File: config.mk
export PLATFORM = sky130hd
export DESIGN_NAME = sequence_round_controller_flat
export DESIGN_NICKNAME = d
export VERILOG_FILES = /design/src/rtl/sequence_round_controller_if.sv /design/src/rtl/sequence_round_controller.sv /design/src/flat_wrapper.sv
export SDC_FILE = /design/constraint.sdc
export NUM_CORES = 1
export LEC_CHECK = 0
export BUFFER_PORTS_ARGS = -buffer_cell sky130_fd_sc_hd__buf_2
export CORE_AREA = 2 2 39 41
export DETAILED_ROUTE_END_ITERATION = 6
export DIE_AREA = 0 0 41 43
export GPL_TIMING_DRIVEN = 1
export MAX_ROUTING_LAYER = met4
export SLEW_MARGIN = 25
export SYNTH_ARGS = -nofsm -noshare
export SYNTH_HDL_FRONTEND = slang
export SYNTH_SLANG_ARGS = --single-unit
export TNS_END_PERCENT = 1
File: constraint.sdc
create_clock -name clock -period 1.7 [get_ports clock]
set_clock_uncertainty 0.15 [all_clocks]
set_input_delay 0.255 -clock clock [delete_from_list [all_inputs] [get_ports clock]]
set_output_delay 0.255 -clock clock [all_outputs]
set_load 0.01 [all_outputs]
File: src/rtl/sequence_round_controller_if.sv
// Handshake bundle between the round controller, the memory-game datapath
// and the top-level game controller.
//   master : game/datapath side, drives iniciar, jogada, igual and fim_c and
//            observes the controller's commands and status.
//   slave  : the round controller itself.
// Signals:
//   iniciar    start/restart a round (level)
//   jogada     player button level (edge-detected by the controller)
//   igual      datapath compare result
//   fim_c      position counter rco
//   zera_c     counter clear, active-low
//   conta_c    counter enable (ent/enp)
//   zera_r     clear player-input register
//   registra_r load player-input register
//   pronto     round finished
//   acertou    round finished, all correct
//   errou      round finished with mismatch or timeout
//   timeout    round ended by timeout
//   db_estado  current state code
interface sequence_round_controller_if;
  logic       iniciar;
  logic       jogada;
  logic       igual;
  logic       fim_c;
  logic       zera_c;
  logic       conta_c;
  logic       zera_r;
  logic       registra_r;
  logic       pronto;
  logic       acertou;
  logic       errou;
  logic       timeout;
  logic [3:0] db_estado;

  modport master (
    output iniciar, jogada, igual, fim_c,
    input  zera_c, conta_c, zera_r, registra_r,
    input  pronto, acertou, errou, timeout, db_estado
  );

  modport slave (
    input  iniciar, jogada, igual, fim_c,
    output zera_c, conta_c, zera_r, registra_r,
    output pronto, acertou, errou, timeout, db_estado
  );
endinterface

File: src/rtl/sequence_round_controller.sv
// Moore FSM that sequences one play round of the memory game: clears the
// position counter and player register, waits for a player press, loads and
// compares the play, and steps the counter until its terminal count.
//
// Ports:
//   clock  rising-edge clock
//   reset  synchronous, active-high; returns the FSM to INICIAL
//   bus    sequence_round_controller_if.slave (see interface header)
// Parameters:
//   TIMEOUT_CYCLES  cycles allowed in ESPERA before a timeout (2..65535),
//                   only meaningful with SEQUENCE_ROUND_CONTROLLER_TIMEOUT_EN
// Build option:
//   SEQUENCE_ROUND_CONTROLLER_TIMEOUT_EN  enables the ESPERA timeout counter
//   and the FIM_TIMEOUT exit; otherwise ESPERA waits indefinitely.
//
// state       | meaning
// ------------+------------------------------------------------
// INICIAL     | idle, waiting for iniciar
// PREPARACAO  | clear position counter and player register
// ESPERA      | waiting for a player press
// REGISTRA    | load the player's play
// COMPARA     | check play against memory, decide next step
// PROXIMO     | advance position counter
// FIM_ACERTO  | round over, every position correct
// FIM_ERRO    | round over, mismatch
// FIM_TIMEOUT | round over, player took too long
module sequence_round_controller #(
  parameter int unsigned TIMEOUT_CYCLES = 1000
) (
  input  logic                        clock,
  input  logic                        reset,
  sequence_round_controller_if.slave  bus
);

  if (TIMEOUT_CYCLES < 2 || TIMEOUT_CYCLES > 65535) begin : g_param_check
    $error("TIMEOUT_CYCLES must be in 2..65535");
  end

  // The state code doubles as the debug display value.
  typedef enum logic [3:0] {
    INICIAL     = 4'h0,
    PREPARACAO  = 4'h1,
    ESPERA      = 4'h2,
    REGISTRA    = 4'h4,
    COMPARA     = 4'h5,
    PROXIMO     = 4'h6,
    FIM_ACERTO  = 4'hA,
    FIM_TIMEOUT = 4'hD,
    FIM_ERRO    = 4'hE
  } state_t;

  state_t state;
  logic   jogada_d;
  logic   ev;

  assign ev = bus.jogada & ~jogada_d;

`ifdef SEQUENCE_ROUND_CONTROLLER_TIMEOUT_EN
  logic [15:0] t_cnt;
  logic        t_expired;

  assign t_expired = (t_cnt == 16'(TIMEOUT_CYCLES - 1));
`endif

  always_ff @(posedge clock) begin
    if (reset) begin
      state    <= INICIAL;
      jogada_d <= 1'b0;
`ifdef SEQUENCE_ROUND_CONTROLLER_TIMEOUT_EN
      t_cnt    <= '0;
`endif
    end else begin
      jogada_d <= bus.jogada;
`ifdef SEQUENCE_ROUND_CONTROLLER_TIMEOUT_EN
      // Held at zero outside ESPERA, so every entry starts a fresh count.
      t_cnt    <= (state == ESPERA) ? t_cnt + 16'd1 : '0;
`endif
      case (state)
        INICIAL:    if (bus.iniciar) state <= PREPARACAO;
        PREPARACAO: state <= ESPERA;
        ESPERA: begin
          // A press in the expiry cycle still counts as a play.
          if (ev) state <= REGISTRA;
`ifdef SEQUENCE_ROUND_CONTROLLER_TIMEOUT_EN
          else if (t_expired) state <= FIM_TIMEOUT;
`endif
        end
        REGISTRA:   state <= COMPARA;
        COMPARA: begin
          if (!bus.igual)     state <= FIM_ERRO;
          else if (bus.fim_c) state <= FIM_ACERTO;
          else                state <= PROXIMO;
        end
        PROXIMO:    state <= ESPERA;
        FIM_ACERTO,
        FIM_ERRO,
        FIM_TIMEOUT: if (bus.iniciar) state <= PREPARACAO;
        default:    state <= INICIAL;
      endcase
    end
  end

  // Moore outputs, decoded from the state register alone.
  assign bus.db_estado  = state;
  assign bus.zera_c     = (state != PREPARACAO);
  assign bus.zera_r     = (state == PREPARACAO);
  assign bus.registra_r = (state == REGISTRA);
  assign bus.conta_c    = (state == PROXIMO);
  assign bus.pronto     = (state == FIM_ACERTO) || (state == FIM_ERRO) ||
                          (state == FIM_TIMEOUT);
  assign bus.acertou    = (state == FIM_ACERTO);
  assign bus.errou      = (state == FIM_ERRO) || (state == FIM_TIMEOUT);
`ifdef SEQUENCE_ROUND_CONTROLLER_TIMEOUT_EN
  assign bus.timeout    = (state == FIM_TIMEOUT);
`else
  assign bus.timeout    = 1'b0;
`endif

endmodule

File: src/flat_wrapper.sv
// flat-port wrapper written by rule: the top's interface ports become plain ports
module sequence_round_controller_flat 
#(
  parameter int unsigned TIMEOUT_CYCLES = 1000
)
  (clock, reset, bus_iniciar, bus_jogada, bus_igual, bus_fim_c, bus_zera_c, bus_conta_c, bus_zera_r, bus_registra_r, bus_pronto, bus_acertou, bus_errou, bus_timeout, bus_db_estado);
  sequence_round_controller_if bus_i ();
  input  logic clock;
  input  logic reset;
  input wire logic [$bits(bus_i.iniciar)-1:0] bus_iniciar;
  input wire logic [$bits(bus_i.jogada)-1:0] bus_jogada;
  input wire logic [$bits(bus_i.igual)-1:0] bus_igual;
  input wire logic [$bits(bus_i.fim_c)-1:0] bus_fim_c;
  output wire logic [$bits(bus_i.zera_c)-1:0] bus_zera_c;
  output wire logic [$bits(bus_i.conta_c)-1:0] bus_conta_c;
  output wire logic [$bits(bus_i.zera_r)-1:0] bus_zera_r;
  output wire logic [$bits(bus_i.registra_r)-1:0] bus_registra_r;
  output wire logic [$bits(bus_i.pronto)-1:0] bus_pronto;
  output wire logic [$bits(bus_i.acertou)-1:0] bus_acertou;
  output wire logic [$bits(bus_i.errou)-1:0] bus_errou;
  output wire logic [$bits(bus_i.timeout)-1:0] bus_timeout;
  output wire logic [$bits(bus_i.db_estado)-1:0] bus_db_estado;
  assign bus_i.iniciar = bus_iniciar;
  assign bus_i.jogada = bus_jogada;
  assign bus_i.igual = bus_igual;
  assign bus_i.fim_c = bus_fim_c;
  assign bus_zera_c = bus_i.zera_c;
  assign bus_conta_c = bus_i.conta_c;
  assign bus_zera_r = bus_i.zera_r;
  assign bus_registra_r = bus_i.registra_r;
  assign bus_pronto = bus_i.pronto;
  assign bus_acertou = bus_i.acertou;
  assign bus_errou = bus_i.errou;
  assign bus_timeout = bus_i.timeout;
  assign bus_db_estado = bus_i.db_estado;
  sequence_round_controller #(.TIMEOUT_CYCLES(TIMEOUT_CYCLES)) u_core (.clock(clock), .reset(reset), .bus(bus_i));
endmodule
# Yosys cells after proc, flatten, opt, wreduce, memory -nomap -nowiden

Index checks and enable logic that the tools add are counted.

Eq/ne operators: 11
Bitwise logic cells: 2
Multiplexer cells: 5
Reduce and logical (&&, ||, !) cells: 7

Operator list:

| operator                                       | number |
|---|---|
| case mux 4 bit (5 select lines)                | 1 |
| 2-to-1 mux 4 bit                               | 4 |
| == test 4 x 3 -> 1 bit (second input constant) | 3 |
| == test 4 bit (second input constant)          | 3 |
| == test 4 x 1 -> 1 bit (second input constant) | 1 |
| == test 4 x 2 -> 1 bit (second input constant) | 1 |
| zero test 4 bit                                | 1 |
| != test 2 x 1 -> 1 bit (second input constant) | 2 |
| != test 4 x 1 -> 1 bit (second input constant) | 1 |
| OR reduction 4 bit                             | 1 |
| logical OR 1 bit                               | 3 |
| AND reduction 2 bit                            | 1 |
| OR reduction 2 bit                             | 1 |
| bitwise AND 1 bit                              | 1 |
| inverter 1 bit                                 | 1 |

Register bits after elaboration: 5
Input port bits: 6
Logic and storage cells: 27
Output and inout port bits: 12

# Logic depth before layout (Yosys ltp)

Gate-level depths: netlist of run 1.

Depth after elaboration: 4
Gate-level depth with buffers: 5
Mapped depth without buffers: 4

# Least setup slack after synthesis of run 1

No wires, ideal clock.

Path type: register -> register
Start point: register u_core.state[1], in the netlist u_core.bus.db_estado[1]
End point: register u_core.state[0], in the netlist u_core.bus.db_estado[0]
Library setup time: 0.123 ns
Clock period less this slack: 1.547 ns
Required time: 1.427 ns
Stages on the path, launching flop included: 6
Path slack: 0.153 ns
Arrival time: 1.273 ns
Buffers on the path: 1
Cell sequence: dfxtp_1 > buf_2 > nor4b_2 > a2bb2oi_2 > o31ai_2 > mux2_1

Longest elaborated chain between the ends: 4
Elaborated cells between the ends (all ways): 15
Classes of those cells: eq/ne: 10; mux: 1; reduce/logical: 4

RTL lines:

| item                                             | line                            | RTL |
|---|---|---|
| start, declared                                  | sequence_round_controller.sv:52 | `state_t state;` |
| start signal, assigned                           | sequence_round_controller.sv:67 | `state <= INICIAL;` |
| start signal, assigned                           | sequence_round_controller.sv:79 | `INICIAL: if (bus.iniciar) state <= PREPARACAO;` |
| start signal, assigned                           | sequence_round_controller.sv:80 | `PREPARACAO: state <= ESPERA;` |
| == test 4 bit or zero test 4 bit (tied branches) | sequence_round_controller.sv:78 | `case (state)` |
| OR reduction 4 bit (no line)                     | --                              |  |
| != test 2 x 1 -> 1 bit (no line)                 | --                              |  |
| AND reduction 2 bit (no line)                    | --                              |  |

Several ways; a longest one is shown, not always the timed one.
A chain may end at the register's enable or synchronous reset.

# Worst setup path in the final report of run 1

Start point: register u_core.state[3], in the netlist u_core.bus.db_estado[3]
End point: output port bus_zera_r

Longest elaborated chain between the ends: 1

RTL lines:

| item                   | line                             | RTL |
|---|---|---|
| == test 4 x 1 -> 1 bit | sequence_round_controller.sv:106 | `assign bus.zera_r = (state == PREPARACAO);` |
| end, declared          | flat_wrapper.sv:16               | `output wire logic [$bits(bus_i.zera_r)-1:0] bus_zera_r;` |

Every way passes these cells.

==> flow_metrics.tcl, run 1 <==
set metrics [dict create \
    switching_share 0.398 \
    cts_tree "built" \
    drtPass1Iterations 4 \
    netlist.area_leader.share 0.242 \
    die_w_microns 41 \
    fp.coreArea_sq_um 1380 \
    use_met1 0.174 \
    cts-buffers-inserted 3 \
    grt_pass1_vias 328 \
    antenna_cells 0 \
    clockBufferDepth 2 \
    synth-seq-area-share 0.242 \
    viasPerCell 4.81 \
    dp_hpwl_microns 760 \
    drive_above_1_share 0.507 \
    hp-class "in -> reg" \
    clkPwrFrac 0.180 \
    power_mw 0.742 \
    placementRows 14 \
    grt-busiest-layer "met1" \
    async_flop_share 0 \
    tns_ps 0 \
    cp_max_fo 6 \
    drc 0 \
    start_util 0.299 \
    period_minus_slack_ps 1650 \
    syn_nets 59 \
    ios 18 \
    synth_edf_count 0 \
    grt_max_degree 10 \
    die-area_sq_um 1760 \
    crit_type "reg -> out" \
    status "complete, no violations" \
    fin_crit_sh 0.969 \
    clockRootBuffer "clkbuf_4" \
    antenna_found_initial 0 \
    setup_violations 0 \
    ys.flop_type "dfxtp_1" \
    drt_iter0_drc 10 \
    critPathCaptureType "output pin" \
    ys_ff_latch 5 \
    whs_ps 98.1 \
    leakagePower_nw 0.295 \
    final-seq-area_sq_um 115 \
    track_usage 0.122 \
    fp.dieH_microns 43 \
    startpoint "u_core.bus.db_estado[3]" \
    final_cells 91 \
    endpoint "bus_zera_r" \
    ctsHtreeMaxLevel 1 \
    synth_area_leaders "dfxtp_1 24%, buf_6 5.4%, mux2_1 5.4%, a21oi_1 4.8%, nor3_1 4.8%" \
    reg2reg_depth 5 \
    avgSynthCellArea_sq_um 7.81 \
    synth.distinct_cells 26 \
    reg2reg_slack_ps 90 \
    cp.arrival_ps 1240 \
    grt_pass1_wl_microns 1410 \
    vdd_drop_max_v 0.000679 \
    multi_input_area_sq_um 267 \
    timing.rr.start "u_core.bus.db_estado[2]" \
    routedWlPerCell_microns 11.2 \
    pwr-share-seq 0.298 \
    cts_sinks 5 \
    synth_warnings 0 \
    p_per_area_nw_per_um2 1280 \
    clk_pin_slew_ps 40 \
    syn_to_final_growth_pct 39.9 \
    use_met3 0.0314 \
    met2_usage 0.144 \
    place_inst 85 \
    startpoint_type "flip-flop" \
    p_sw_mw 0.295 \
    finalMaxSlewViolations 0 \
    antenna_left 0 \
    drv_cap 0 \
    routed-via-count 438 \
    fmaxAchievable_mhz 607 \
    drt-total-wl_microns 1020 \
    synth.cell_area_sq_um 414 \
    fillerInstances 149 \
    synth_top_cells_by_count "5 x dfxtp_1, 5 x nor2_1, 4 x a21oi_1, 4 x inv_1, 4 x nor3_1" \
    overflow 0 \
    netlist_instances 53 \
    regToRegEndpoint "u_core.bus.db_estado[2]" \
    required_ps 1290 \
    place.gp.congestion 0.748 \
    comb_power_share 0.522 \
    p_int_mw 0.446 \
    portBuffers 16 \
    hold_violations 0 \
    clkLatencyLatePin_ps 240 \
    yosysTopAreaCell "dfxtp_1" \
    nets 82 \
    final_util 0.419 \
]
## repair_timing
action                                  in CTS  in global routing
gates resized for setup                      5                  8
gates cloned                                 0                  1
hold buffers                                 0                  0
endpoints found under the setup margin       2                  2
buffers inserted                             0                  2
## sequential cells by signal, indices dropped and copies added, names as in the netlist
signal / cells
u_core.bus.db_estado: 4
u_core.jogada_d: 1
## per-stage QoR
step / setup WS [ps] / area, sq um
final: 53.3 / 579
after global placement: 141 / 512
after CTS: 6.28 / 543
after global routing: -0.533 / 579
after detailed placement: 85.7 / 512
after floorplan: 153 / 414
## worst min-delay path by stage
stage	end	slack [ps]	from	cells after the start
global route	u_core.jogada_d	120	bus_jogada	2
global placement	u_core.jogada_d	340	bus_jogada	2
CTS	u_core.jogada_d	90	bus_jogada	2
finish	u_core.jogada_d	100	bus_jogada	2
detailed placement	u_core.jogada_d	340	bus_jogada	2
floorplan	u_core.bus.db_estado[1]	170	reset	1
## worst max-delay path: stages, from the launching register on
cell and delay [ps]:
dfxtp_4 360, buf_6 120, or3_4 350, inv_1 50, buf_2 110
## area by class of cell
cell class | instances | area share
multi-input combinational | 39 | 0.460
timing repair buffer | 23 | 0.231
sequential | 5 | 0.199
clock buffer | 4 | 0.0454
tap | 16 | 0.0346
inverter | 4 | 0.0302
## cell usage in the layout (no fill, tap or decap), types with 2 or more instances in the layout
cell type,count
mux2_1,2
nand2b_1,2
clkbuf_4,3
inv_1,3
nor3_1,4
a21oi_1,4
nand3_1,2
buf_2,17
nor2_1,5
buf_4,5
nor2b_1,3
dfxtp_4,4
and3_1,3
## logic make-up after synthesis
kind of cell / count (synthesis) / share of synthesized area
AOI/OAI and AO/OA: 9 / 0.166
buffers and inverters: 9 / 0.133
DFF: 5 / 0.242
muxes: 2 / 0.0544
other: 1 / 0.00905
and+or+nand+nor: 27 / 0.396
## power groups by stage
stage / logic, mW / registers [mW] / clock network, mW
CTS: 0.372 / 0.202 / 0.143
finish: 0.387 / 0.221 / 0.134
global placement: 0.365 / 0.195 / 0
floorplan: 0.272 / 0.180 / 0
global route: 0.421 / 0.227 / 0.148
detailed placement: 0.369 / 0.197 / 0
## layer usage
metal | share of wire | wire (microns) | up-vias
li1 | - | - | 227
met1 | 0.45 | 456 | 199
met2 | 0.49 | 497 | 12
met3 | 0.060 | 61 | 0
met4 | 0 | 0 | 0
met5 | 0 | 0 | -
Note: power is estimated with default switching activity, not from simulation.
==> run 2: changes to the inputs <==
Settings changed: ABC_AREA from default to 1.
==> run 2 against run 1 <==
- global-route usage decreased by 0.50 points
- critical path type unchanged
- non-clock buffer count decreased by 6
- first-iteration DRC count decreased by 50%
- die area unchanged
- utilization decreased by 7.8 points
- setup slack improved by 61 ps
- highest routed layer is now met4
==> flow_metrics.tcl, run 2 <==
set metrics [dict create \
    portBuffers 16 \
    hp-class "in -> reg" \
    status "complete, no violations" \
    syn_to_final_growth_pct 39.1 \
    rsz0062_at_grt "false" \
    syn_nets 65 \
    vdd_drop_max_v 0.000620 \
    crit_family "flip-flops" \
    routed-via-count 407 \
    synth_top_family_by_area "simple AND/OR/NAND/NOR gates" \
    synth_top_cells_by_count "14 x nand2_1, 12 x nor2_1, 10 x inv_1, 5 x dfxtp_1, 4 x a21oi_1" \
    tns_ps 0 \
    antenna_left 0 \
    startpoint_type "flip-flop" \
    die_w_microns 41 \
    grt_max_degree 8 \
    crit_type "reg -> out" \
    cp_cell_sequence "nand2_1 > o21ai_0 > buf_2" \
    avgSynthCellArea_sq_um 5.75 \
    synth_fa_ha_area_frac 0 \
    ios 18 \
    placementRows 14 \
    netlist_instances 59 \
    fp.coreArea_sq_um 1380 \
    drtPass1Iterations 4 \
    netlist.area_leader.share 0.295 \
    synth.distinct_cells 15 \
    layout_common_cells "16 x buf_2, 14 x nand2_1, 12 x nor2_1" \
    cp_slowest_stage_delay_ps 470 \
    synth_edf_count 0 \
    drt_iter0_drc 5 \
    routedWlPerCell_microns 8.22 \
    post_synth_and_or_nand_nor_area_fraction 0.435 \
    leakagePower_nw 0.282 \
    place.gp.congestion 0.791 \
    drv_cap 0 \
    dpl_worst_slack_ps 337 \
    fin_crit_sh 0.933 \
    drive_above_1_share 0.367 \
    muxShareOfSynthArea 0 \
    final_common_cell "buf_2" \
    synth_area_leaders "dfxtp_1 30%, nand2_1 15%, nor2_1 13%, inv_1 11%, a21oi_1 5.9%" \
    clkLatencyLatePin_ps 240 \
    period_minus_slack_ps 1590 \
    fmaxAchievable_mhz 630 \
    dp_hpwl_microns 656 \
    grt_pass1_vias 330 \
    p_per_area_nw_per_um2 1480 \
    crit_buf_inv 1 \
    clk_pin_slew_ps 50 \
    overflow 0 \
    cts_tree "built" \
    fin_ws_ps 114 \
    fp.dieH_microns 43 \
    yosysTopAreaCell "dfxtp_1" \
    antenna_found_initial 0 \
    async_flop_share 0 \
    ys_ff_latch 5 \
    drc 0 \
    cts-buffers-inserted 3 \
    grt_pass1_wl_microns 1350 \
    synth.cell_area_sq_um 339 \
    synth_xor_area_frac 0 \
    start_util 0.245 \
    viasPerCell 4.28 \
    clockRootBuffer "clkbuf_4" \
    synth-seq-area-share 0.295 \
    largest_reg_flops 4 \
    finalMaxSlewViolations 0 \
    ctsHtreeMaxLevel 1 \
    synth_warnings 0 \
    whs_ps 67.8 \
    antenna_cells 0 \
    ys.flop_type "dfxtp_1" \
    cts_hold_buf 0 \
    synth-compound-area-share 0.114 \
    cp_max_fo 7 \
    cp.arrival_ps 1180 \
    critPathCaptureType "output pin" \
    clockBufferDepth 2 \
    hold_violations 0 \
    track_usage 0.116 \
    cts_sinks 5 \
    nets 86 \
    drt-total-wl_microns 781 \
    setup_violations 0 \
    fillerInstances 166 \
    slowest_stage "dfxtp_1" \
    required_ps 1290 \
    die-area_sq_um 1760 \
    yosysMostFrequentCell "nand2_1" \
]
## run 2: final timing paths
path | slack, ps | cells after the start | startpoint | end
setup reg to reg | 320 | 7 | u_core.bus.db_estado[1] | u_core.bus.db_estado[2]
hold reg to reg | 380 | 2 | u_core.bus.db_estado[3] | u_core.bus.db_estado[3]
setup / recovery | 110 | 3 | u_core.bus.db_estado[1] | bus_errou
hold / removal | 70 | 2 | reset | u_core.jogada_d
## run 2: repair_timing
action / 4_1_cts / 5_1_grt
setup endpoints to repair: 0 / 3
setup buffers: 0 / 0
endpoints found under the hold margin: 0 / 0
gates resized for setup: 0 / 2
## run 2: cell type report
type,count,area (sq um),share of cell area
multi-input combinational,42,195,0.414
clock buffer,4,26.3,0.0557
inverter,11,41.3,0.0875
tap,16,20.0,0.0424
sequential,5,101,0.215
timing repair buffer,17,87.6,0.186
## run 2: cell families (layout without fill, tap and decap cells)
group	after synthesis	count (layout)
and+or+nand+nor	34	34
buffers and inverters	12	32
AOI/OAI and AO/OA	7	7
DFF	5	5
other	1	1
## run 2: report_power, final
part,internal [mW],switching [mW]
clock network,0.0888,0.0489
logic,0.146,0.212
registers,0.151,0.0517
## run 2: metal layers
layer  global-route usage  up-vias  share of wire
met2                0.141       16           0.44
met1                0.162      172           0.46
li1                     -      217              -
met4               0.0800        0          0.024
met5                    -        -              0
met3               0.0314        2          0.077
## run 2: through the flow
step                      area (sq um)  power [mW]  instances   util
after floorplan                    339       0.444         59      -
after global placement             439       0.555         91  0.317
after detailed placement           439       0.559         91  0.317
after CTS                          465       0.701         95  0.336
after global routing               472       0.775         95  0.341
final                              472       0.698         95  0.341
==> run 3: changes to the inputs <==
Settings changed: HOLD_SLACK_MARGIN from default to 0.1.
==> run 3 against run 2 <==
- first-iteration DRC count unchanged
- global-route usage up 0.31 points
- largest power group unchanged
- critical endpoint unchanged
- highest routed layer unchanged
- sequential power about the same
- setup slack about the same
==> flow_metrics.tcl, run 3 (synthesis gave the netlist of run 2 again) <==
set metrics [dict create \
    vdd_drop_max_v 0.000620 \
    drtPass1Iterations 4 \
    clkLatencyLatePin_ps 240 \
    die-area_sq_um 1760 \
    placementRows 14 \
    layout_common_cells "16 x buf_2, 14 x nand2_1, 12 x nor2_1" \
    dpl_worst_slack_ps 337 \
    stdcell_area_sq_um 492 \
    drc 0 \
    period_minus_slack_ps 1590 \
    die_w_microns 41 \
    clockRootBuffer "clkbuf_4" \
    drt_iter0_drc 5 \
    start_util 0.245 \
    critPathCaptureType "output pin" \
    multi_input_area_sq_um 195 \
    hp-class "in -> reg" \
    cts_sinks 5 \
    crit_type "reg -> out" \
    nets 88 \
    setup_violations 0 \
    grt_pass1_vias 336 \
    final-seq-area_sq_um 101 \
    antenna_cells 0 \
    antenna_left 0 \
    cp.arrival_ps 1180 \
    required_ps 1290 \
    grt_max_degree 8 \
    track_usage 0.120 \
    drt-total-wl_microns 817 \
    finalMaxSlewViolations 0 \
    detailed_place.area_sq_um 439 \
    viasPerCell 4.26 \
    dp_hpwl_microns 656 \
    fin_ws_ps 114 \
    status "complete, no violations" \
    power_mw 0.702 \
    drive_above_1_share 0.358 \
    drv_cap 0 \
    leakagePower_nw 0.291 \
    tns_ps 0 \
    fp.dieH_microns 43 \
    cts-buffers-inserted 3 \
    hold_violations 0 \
    fmaxAchievable_mhz 630 \
    grt_pass1_wl_microns 1380 \
    p_per_area_nw_per_um2 1430 \
    final_util 0.355 \
    startpoint_type "flip-flop" \
    cts_tree "built" \
    clockBufferDepth 2 \
    antenna_found_initial 0 \
    largest_reg_flops 4 \
    ctsHtreeMaxLevel 1 \
    fin_crit_sh 0.933 \
    cp_max_fo 7 \
    syn_to_final_growth_pct 45.0 \
    cts_setup_buffers 0 \
    routedWlPerCell_microns 8.42 \
    rsz0062_at_grt "false" \
    final_common_cell "buf_2" \
    ios 18 \
    portBuffers 16 \
    place.gp.congestion 0.791 \
    fp.coreArea_sq_um 1380 \
    clk_pin_slew_ps 40 \
    fillerInstances 165 \
    routed-via-count 413 \
    overflow 0 \
]
==> run 3: cell count changes in the layout (fill, tap and decap cells not counted) <==
cell,previous run,this run
dlygate4sd3_1,0,2
==> run 3: critical path: stages, from the launching register on <==
cell and delay, ps:
dfxtp_1 470, nand2_1 150, o21ai_0 170, buf_2 150
==> run 3: repair_timing <==
item                       in CTS  in global routing
hold endpoints to repair        3                  0
hold buffers                    2                  0
resized for setup               0                  2
setup endpoints to repair       0                  3
==> run 3: routing by layer <==
metal	vias to the layer above	GRT usage	part of all wire
met5	-	-	0
met4	0	0.0800	0.023
met3	2	0.0314	0.073
met2	16	0.147	0.45
met1	174	0.165	0.45
li1	221	-	-
==> run 3: report_power, final <==
group	switching [mW]	total [mW]	leakage (nW)	internal, mW
sequential	0.0517	0.203	0.0415	0.151
combinational	0.213	0.362	0.235	0.149
clock	0.0494	0.138	0.0150	0.0888
total	0.314	0.702	0.291	0.389
==> run 3: area by class of cell <==
cell class,instances,area share
multi-input cells,42,0.397
flip-flops and latches,5,0.206
clock buffers,4,0.0534
repair buffers,19,0.219
well taps,16,0.0407
inverters,11,0.0840
==> run 3: path summary, 6_finish.rpt <==
path                                 from                 endpoint  slack (ps)  cells past startpoint
hold reg to reg   u_core.bus.db_estado[3]  u_core.bus.db_estado[3]         380                      2
hold / removal                  bus_fim_c  u_core.bus.db_estado[3]         200                      3
setup / recovery  u_core.bus.db_estado[1]                bus_errou         110                      3
setup reg to reg  u_core.bus.db_estado[1]  u_core.bus.db_estado[2]         320                      7
==> run 3: stage by stage <==
stage / cells / hold WS [ps]
final: 97 / 201
after global routing: 97 / 237
after CTS: 97 / 203
after detailed placement: 91 / 324
after global placement: 91 / 321
after floorplan: 59 / 174
